==> config.mk <==
export PLATFORM = sky130hd
export DESIGN_NAME = mem_stage_lsu
export DESIGN_NICKNAME = d
export VERILOG_FILES = /design/src/rtl/mem_stage_pkg.sv /design/src/rtl/mem_stage_lsu_align.sv /design/src/rtl/mem_stage_lsu.sv
export SDC_FILE = /design/constraint.sdc
export NUM_CORES = 1
export LEC_CHECK = 0
export CAP_MARGIN = 10
export CELL_PAD_IN_SITES_DETAIL_PLACEMENT = 0
export CELL_PAD_IN_SITES_GLOBAL_PLACEMENT = 1
export CORE_MARGIN = 3
export CORE_UTILIZATION = 34
export DETAILED_ROUTE_END_ITERATION = 16
export HOLD_SLACK_MARGIN = 0.03
export MAX_ROUTING_LAYER = met4
export PLACE_DENSITY = 0.92
export SYNTH_ARGS = -nofsm -noshare
export SYNTH_HDL_FRONTEND = slang
export SYNTH_HIERARCHICAL = 1
export SYNTH_SLANG_ARGS = --single-unit
export TNS_END_PERCENT = 50
==> constraint.sdc <==
create_clock -name clk -period 3.29 [get_ports clk]
set_clock_uncertainty 0.2 [all_clocks]
set_input_delay 0.8225 -clock clk [delete_from_list [all_inputs] [get_ports clk]]
set_output_delay 0.8225 -clock clk [all_outputs]
set_load 0.05 [all_outputs]
==> src/rtl/mem_stage_pkg.sv <==
// mem_stage_pkg: shared types for the memory-stage load/store unit.
//   size_e  - access size encoding carried with each instruction
//   state_e - LSU control FSM states
//   LANES   - byte lanes on the 32-bit memory data bus
//   misaligned() - address alignment check for a given access size
package mem_stage_pkg;

  localparam int LANES = 4;

  typedef enum logic [1:0] {
    SZ_BYTE = 2'b00,
    SZ_HALF = 2'b01,
    SZ_WORD = 2'b10,
    SZ_RSVD = 2'b11
  } size_e;

  typedef enum logic [1:0] {
    IDLE   = 2'b00,
    REQ    = 2'b01,
    WAIT_R = 2'b10
  } state_e;

  // Bytes are always aligned; the reserved size is rejected separately.
  function automatic logic misaligned(input size_e sz, input logic [1:0] a);
    logic m;
    m = 1'b0;
    case (sz)
      SZ_HALF: m = a[0];
      SZ_WORD: m = (a != 2'b00);
      default: m = 1'b0;
    endcase
    return m;
  endfunction

endpackage

==> src/rtl/mem_stage_lsu_align.sv <==
// lsu_align: combinational byte-lane logic (little-endian) for the LSU.
//   size, addr_lo - access size and low address bits
//   sign_ext      - sign (1) or zero (0) extend sub-word loads
//   wdata         - raw store data; wdata_rep replicates the low byte/half
//   rdata         - raw bus read data; rdata_ext is the extracted, extended value
//   be            - byte enables for the access
module lsu_align import mem_stage_pkg::*; (
  input  size_e             size,
  input  logic [1:0]        addr_lo,
  input  logic              sign_ext,
  input  logic [31:0]       wdata,
  input  logic [31:0]       rdata,
  output logic [LANES-1:0]  be,
  output logic [31:0]       wdata_rep,
  output logic [31:0]       rdata_ext
);

  logic [7:0]  byte_sel;
  logic [15:0] half_sel;

  always_comb begin
    byte_sel  = rdata[{addr_lo, 3'b000} +: 8];
    half_sel  = rdata[{addr_lo[1], 4'b0000} +: 16];
    be        = '0;
    wdata_rep = wdata;
    rdata_ext = rdata;
    case (size)
      SZ_BYTE: begin
        be        = 4'b0001 << addr_lo;
        wdata_rep = {4{wdata[7:0]}};
        rdata_ext = {{24{sign_ext & byte_sel[7]}}, byte_sel};
      end
      SZ_HALF: begin
        be        = 4'b0011 << {addr_lo[1], 1'b0};
        wdata_rep = {2{wdata[15:0]}};
        rdata_ext = {{16{sign_ext & half_sel[15]}}, half_sel};
      end
      SZ_WORD: be = 4'b1111;
      default: be = '0;
    endcase
  end

endmodule

==> src/rtl/mem_stage_lsu.sv <==
// mem_stage_lsu: memory pipeline stage. Accepts one instruction at a time
// from execute, issues at most one memory request, and retires a single
// valid_out pulse on the writeback port.
//   execute side : valid_in, mem_read, mem_write, size, sign_ext,
//                  alu_result, write_data, rd_in, stall (hold upstream)
//   memory side  : mem_req/mem_we/mem_addr/mem_wdata/mem_be out,
//                  mem_gnt/mem_rvalid/mem_rdata in
//   writeback    : valid_out, read_data, alu_result_out, rd_out, err
module mem_stage_lsu import mem_stage_pkg::*; #(
  parameter int ADDR_W  = 32,
  parameter int REG_W   = 4,
  parameter int TIMEOUT = 255
) (
  input  logic              clk,
  input  logic              rst,
  input  logic              valid_in,
  input  logic              mem_read,
  input  logic              mem_write,
  input  logic [1:0]        size,
  input  logic              sign_ext,
  input  logic [31:0]       alu_result,
  input  logic [31:0]       write_data,
  input  logic [REG_W-1:0]  rd_in,
  output logic              mem_req,
  output logic              mem_we,
  output logic [ADDR_W-1:0] mem_addr,
  output logic [31:0]       mem_wdata,
  output logic [3:0]        mem_be,
  input  logic              mem_gnt,
  input  logic              mem_rvalid,
  input  logic [31:0]       mem_rdata,
  output logic              valid_out,
  output logic [31:0]       read_data,
  output logic [31:0]       alu_result_out,
  output logic [REG_W-1:0]  rd_out,
  output logic              err,
  output logic              stall
);

  localparam int CNT_W = $clog2(TIMEOUT + 1);

  state_e             state_q, state_d;
  logic [CNT_W-1:0]   cnt_q, cnt_d;

  // Captured instruction
  logic [31:0]        addr_q, addr_d;
  logic [31:0]        wdata_q, wdata_d;
  logic [REG_W-1:0]   rd_q, rd_d;
  size_e              size_q, size_d;
  logic               sext_q, sext_d;
  logic               store_q, store_d;

  // Writeback registers
  logic               vout_q, vout_d;
  logic [31:0]        rdata_q, rdata_d;
  logic [31:0]        alu_out_q, alu_out_d;
  logic [REG_W-1:0]   rd_out_q, rd_out_d;
  logic               err_q, err_d;

  logic [LANES-1:0]   be_w;
  logic [31:0]        wdata_rep_w;
  logic [31:0]        rdata_ext_w;

  size_e              size_in;
  logic               is_mem, bad_op;

  lsu_align u_align (
    .size      (size_q),
    .addr_lo   (addr_q[1:0]),
    .sign_ext  (sext_q),
    .wdata     (wdata_q),
    .rdata     (mem_rdata),
    .be        (be_w),
    .wdata_rep (wdata_rep_w),
    .rdata_ext (rdata_ext_w)
  );

  always_comb begin
    size_in = size_e'(size);
    is_mem  = mem_read | mem_write;
    bad_op  = (mem_read & mem_write) | (size_in == SZ_RSVD) |
              misaligned(size_in, alu_result[1:0]);

    state_d   = state_q;
    cnt_d     = cnt_q;
    addr_d    = addr_q;
    wdata_d   = wdata_q;
    rd_d      = rd_q;
    size_d    = size_q;
    sext_d    = sext_q;
    store_d   = store_q;
    vout_d    = 1'b0;
    rdata_d   = rdata_q;
    alu_out_d = alu_out_q;
    rd_out_d  = rd_out_q;
    err_d     = err_q;

    case (state_q)
      IDLE: begin
        cnt_d = '0;
        if (valid_in) begin
          addr_d  = alu_result;
          wdata_d = write_data;
          rd_d    = rd_in;
          size_d  = size_in;
          sext_d  = sign_ext;
          store_d = mem_write;
          if (!is_mem || bad_op) begin
            // Retire immediately; bad memory ops never reach the bus.
            vout_d    = 1'b1;
            err_d     = is_mem;
            rdata_d   = '0;
            alu_out_d = alu_result;
            rd_out_d  = rd_in;
          end else begin
            state_d = REQ;
          end
        end
      end
      REQ: begin
        if (mem_gnt) begin
          if (store_q) begin
            state_d   = IDLE;
            vout_d    = 1'b1;
            err_d     = 1'b0;
            rdata_d   = '0;
            alu_out_d = addr_q;
            rd_out_d  = rd_q;
          end else begin
            state_d = WAIT_R;
            cnt_d   = '0;
          end
        end
      end
      WAIT_R: begin
        // rvalid is checked first so it wins over the timeout cycle.
        if (mem_rvalid) begin
          state_d   = IDLE;
          vout_d    = 1'b1;
          err_d     = 1'b0;
          rdata_d   = rdata_ext_w;
          alu_out_d = addr_q;
          rd_out_d  = rd_q;
        end else if (cnt_q == CNT_W'(TIMEOUT - 1)) begin
          // cnt_q+1 reaches TIMEOUT here: TIMEOUT cycles spent waiting.
          state_d   = IDLE;
          vout_d    = 1'b1;
          err_d     = 1'b1;
          rdata_d   = '0;
          alu_out_d = addr_q;
          rd_out_d  = rd_q;
        end else begin
          cnt_d = cnt_q + 1'b1;
        end
      end
      default: state_d = IDLE;
    endcase
  end

  always_ff @(posedge clk) begin
    if (rst) begin
      state_q   <= IDLE;
      cnt_q     <= '0;
      addr_q    <= '0;
      wdata_q   <= '0;
      rd_q      <= '0;
      size_q    <= SZ_BYTE;
      sext_q    <= 1'b0;
      store_q   <= 1'b0;
      vout_q    <= 1'b0;
      rdata_q   <= '0;
      alu_out_q <= '0;
      rd_out_q  <= '0;
      err_q     <= 1'b0;
    end else begin
      state_q   <= state_d;
      cnt_q     <= cnt_d;
      addr_q    <= addr_d;
      wdata_q   <= wdata_d;
      rd_q      <= rd_d;
      size_q    <= size_d;
      sext_q    <= sext_d;
      store_q   <= store_d;
      vout_q    <= vout_d;
      rdata_q   <= rdata_d;
      alu_out_q <= alu_out_d;
      rd_out_q  <= rd_out_d;
      err_q     <= err_d;
    end
  end

  // Request fields are driven from captured state, so they stay stable in REQ.
  always_comb begin
    mem_req   = (state_q == REQ);
    mem_we    = mem_req & store_q;
    mem_addr  = ADDR_W'(addr_q);
    mem_be    = mem_req ? be_w : '0;
    mem_wdata = mem_we ? wdata_rep_w : '0;
    stall     = (state_q != IDLE);
  end

  assign valid_out      = vout_q;
  assign read_data      = rdata_q;
  assign alu_result_out = alu_out_q;
  assign rd_out         = rd_out_q;
  assign err            = err_q;

endmodule

==> results.toml <==
[placed_design]
post_dp_cell_area_mm2 = 0.0109
place_congestion = 0.848
dp_hpwl_um = 17600
dp_slack_ns = -0.135
io_buffer_count = 250

[global_route]
grt_pass1_vias = 7205
grt_pass1_wl_um = 38700
grt_max_degree = 73
grtUsageTotal = 0.202
gr-total-overflow = 0
antenna_found_initial = 2

[power_and_ir_drop]
power_density_mw_per_mm2 = 517
worst_ir_drop_vdd_mv = 0.385
p_leak_nw = 4.27

[detailed_routing]
drt_iter0_markers = 402
drt_wl_total_um = 25000
routedWlPerCell_um = 17.3
vias = 7451
firstDrtPassIters = 4
drcViolationCount = 0
antenna_left = 0
viasPerCell = 5.14

[logic_synthesis]
synth_cell_type_count = 53
synth_flop_cell = "dfxtp_1"
synth_edf_count = 0
yosysWarningCount = 6
synthCells = 939
synth_top_area_frac = 0.393
syn_area_mm2 = 0.00775
synthTopCellsByArea = "dfxtp_1 (39%), nand2_1 (9.2%), a21oi_1 (6.7%), mux2i_1 (6.3%), a211oi_2 (5.8%)"
syn-num-nets = 1058
syn_area_per_cell_um2 = 8.25
ys_ff_latch = 152
ys_seq_area_frac = 0.393
postSynth.asyncResetShare = 0
synth_top_area_cell = "dfxtp_1"

[clock_tree]
cts_buffers = 17
clkTransAtPathRegs_ns = 0.06
postCtsSetupBuffers = 0
tritoncts = "yes"
cts.path.max_buffers = 2
post_cts_resized = 0
clkLatencyLatePin_ns = 0.42
cts_root_buf = "clkbuf_16"
hold_buffers = 0
clock-sinks = 152
htree_levels = 4

[finish]
layout_common_cells = "clkdlybuf4s50_1 (211), nand2_1 (188), dfxtp_1 (151), a21oi_1 (104), buf_12 (50)"
final_common_cell = "clkdlybuf4s50_1"
fillers = 2042
drive_above_1_share = 0.154
final_nets = 1274
stdcell_area_mm2 = 0.0115
area_growth_pct = 48.6

[timing]
fin_crit_sh = 0.951
grt_setup_unrepaired = "false"
period_needed_ns = 3.13
relSlewSlack = 0.190
drv_slew = 0
fmax_mhz = 319
setup_slack_ns = 0.160
setup_violations = 0
worst_pin_slew_ns = 1.21
hold_viol = 0

[setup_path]
critPathRequiredTime_ns = 2.27
path_class = "reg2out"
r2r_cells = 7
r2r_slack_ns = 0.48
start_kind = "flop"
path_max_fanout = 6
cp.arrival_ns = 2.11
crit_path_end_kind = "output port"

[floorplan]
io_pins = 251
initial_core_util = 0.351
die_h_um = 157
rows = 54
dieArea_mm2 = 0.0246
die_w_um = 157
core_area_mm2 = 0.0221

[worst_hold_path]
hp-class = "reg2reg"
holdPathStages = 2

[run_status]
status = "finished clean"

[job]
drv_cap = 0
-- final timing paths --
check                  endpoint         from
max                   mem_be[0]  mem_addr[0]
min                 wdata_q[23]  wdata_q[23]
max reg2reg  alu_result_out[15]      store_q
min reg2reg         wdata_q[23]  wdata_q[23]
-- Yosys cell counts, drive strengths merged (2+ instances only) --
master / count
mux2i: 49
nor2: 49
nand3: 35
xor2: 2
a211oi: 40
o21ai: 48
dfxtp: 152
and2: 6
or3: 4
or2: 2
a21o: 7
a21oi: 115
buf: 31
o22a: 4
a2bb2oi: 5
o22ai: 2
ha: 9
mux2: 17
clkbuf: 55
inv: 11
a221o: 7
nor2b: 7
nand4: 2
nand2: 189
nand2b: 41
nor3: 3
and3: 33
-- state kept, by name, indices dropped and copies added (netlist names) --
name and cells:
alu_result_out 32, mem_addr 32, read_data 32, wdata_q 32
cnt_q 8, rd_out 4, rd_q 4, size_q 2
state_q 2, err 1, sext_q 1, store_q 1
valid_out 1
-- critical path, cell delays in order, from the launching register on --
cell,delay (ns)
dfxtp_1,0.47
nand2b_1,0.21
a21oi_1,0.57
a21oi_1,0.08
and2_1,0.22
buf_12,0.15
-- where the power goes --
| part | leakage, nW | internal [mW] | switching [mW] | total [mW] |
|---|---|---|---|---|
| clock | 0.287 | 1.09 | 0.868 | 1.95 |
| combinational | 2.74 | 0.755 | 1.14 | 1.89 |
| sequential | 1.25 | 2.00 | 0.116 | 2.11 |
| total | 4.27 | 3.84 | 2.12 | 5.96 |
-- cell families (layout without fill, tap and decap cells) --
family | Yosys count | count (layout) | share of synthesized area
muxes | 66 | 66 | 0.0880
adders and majority gates | 9 | 9 | 0.0145
DFF | 152 | 152 | 0.393
and+or+nand+nor | 376 | 376 | 0.223
other | 0 | 2 | 0
xor gates and xnor gates | 2 | 2 | 0.00226
AOI/OAI and AO/OA | 237 | 237 | 0.216
buffers and inverters | 97 | 326 | 0.0639
-- metrics by stage --
step | power [mW] | TNS (ns) | util | std cells | hold WS (ns)
finish | 5.96 | 0 | 0.521 | 1450 | 0.254
global route | 6.21 | 0 | 0.521 | 1450 | 0.272
CTS | 6.00 | 0 | 0.521 | 1448 | 0.256
detailed placement | 4.05 | -5.73 | 0.495 | 1416 | 0.245
global placement | 4.02 | -3.24 | 0.495 | 1416 | 0.239
floorplan | 3.36 | 0 | - | 939 | 0.233
-- cell type report --
type                       instances  area (um^2)  share of cell area
tap                              280          350              0.0304
timing repair buffer             283         3280               0.285
clock inverter                    14          136              0.0118
inverter                          11         41.3             0.00359
antenna                            2         5.00            0.000435
sequential                       152         3040               0.264
clock buffer                      18          439              0.0381
multi-input combinational        690         4220               0.367
-- layer usage --
layer  routed length (um)  global-route usage  share of wire  vias to the layer above
met5                    0                   -              0                        -
met4                  501              0.0513          0.020                        0
met3                 1820              0.0591          0.073                       30
met2                11900               0.328           0.48                      239
met1                10800               0.248           0.43                     3519
li1                     -                   -              -                     3663
No activity file was read; power rests on OpenSTA's default activity.
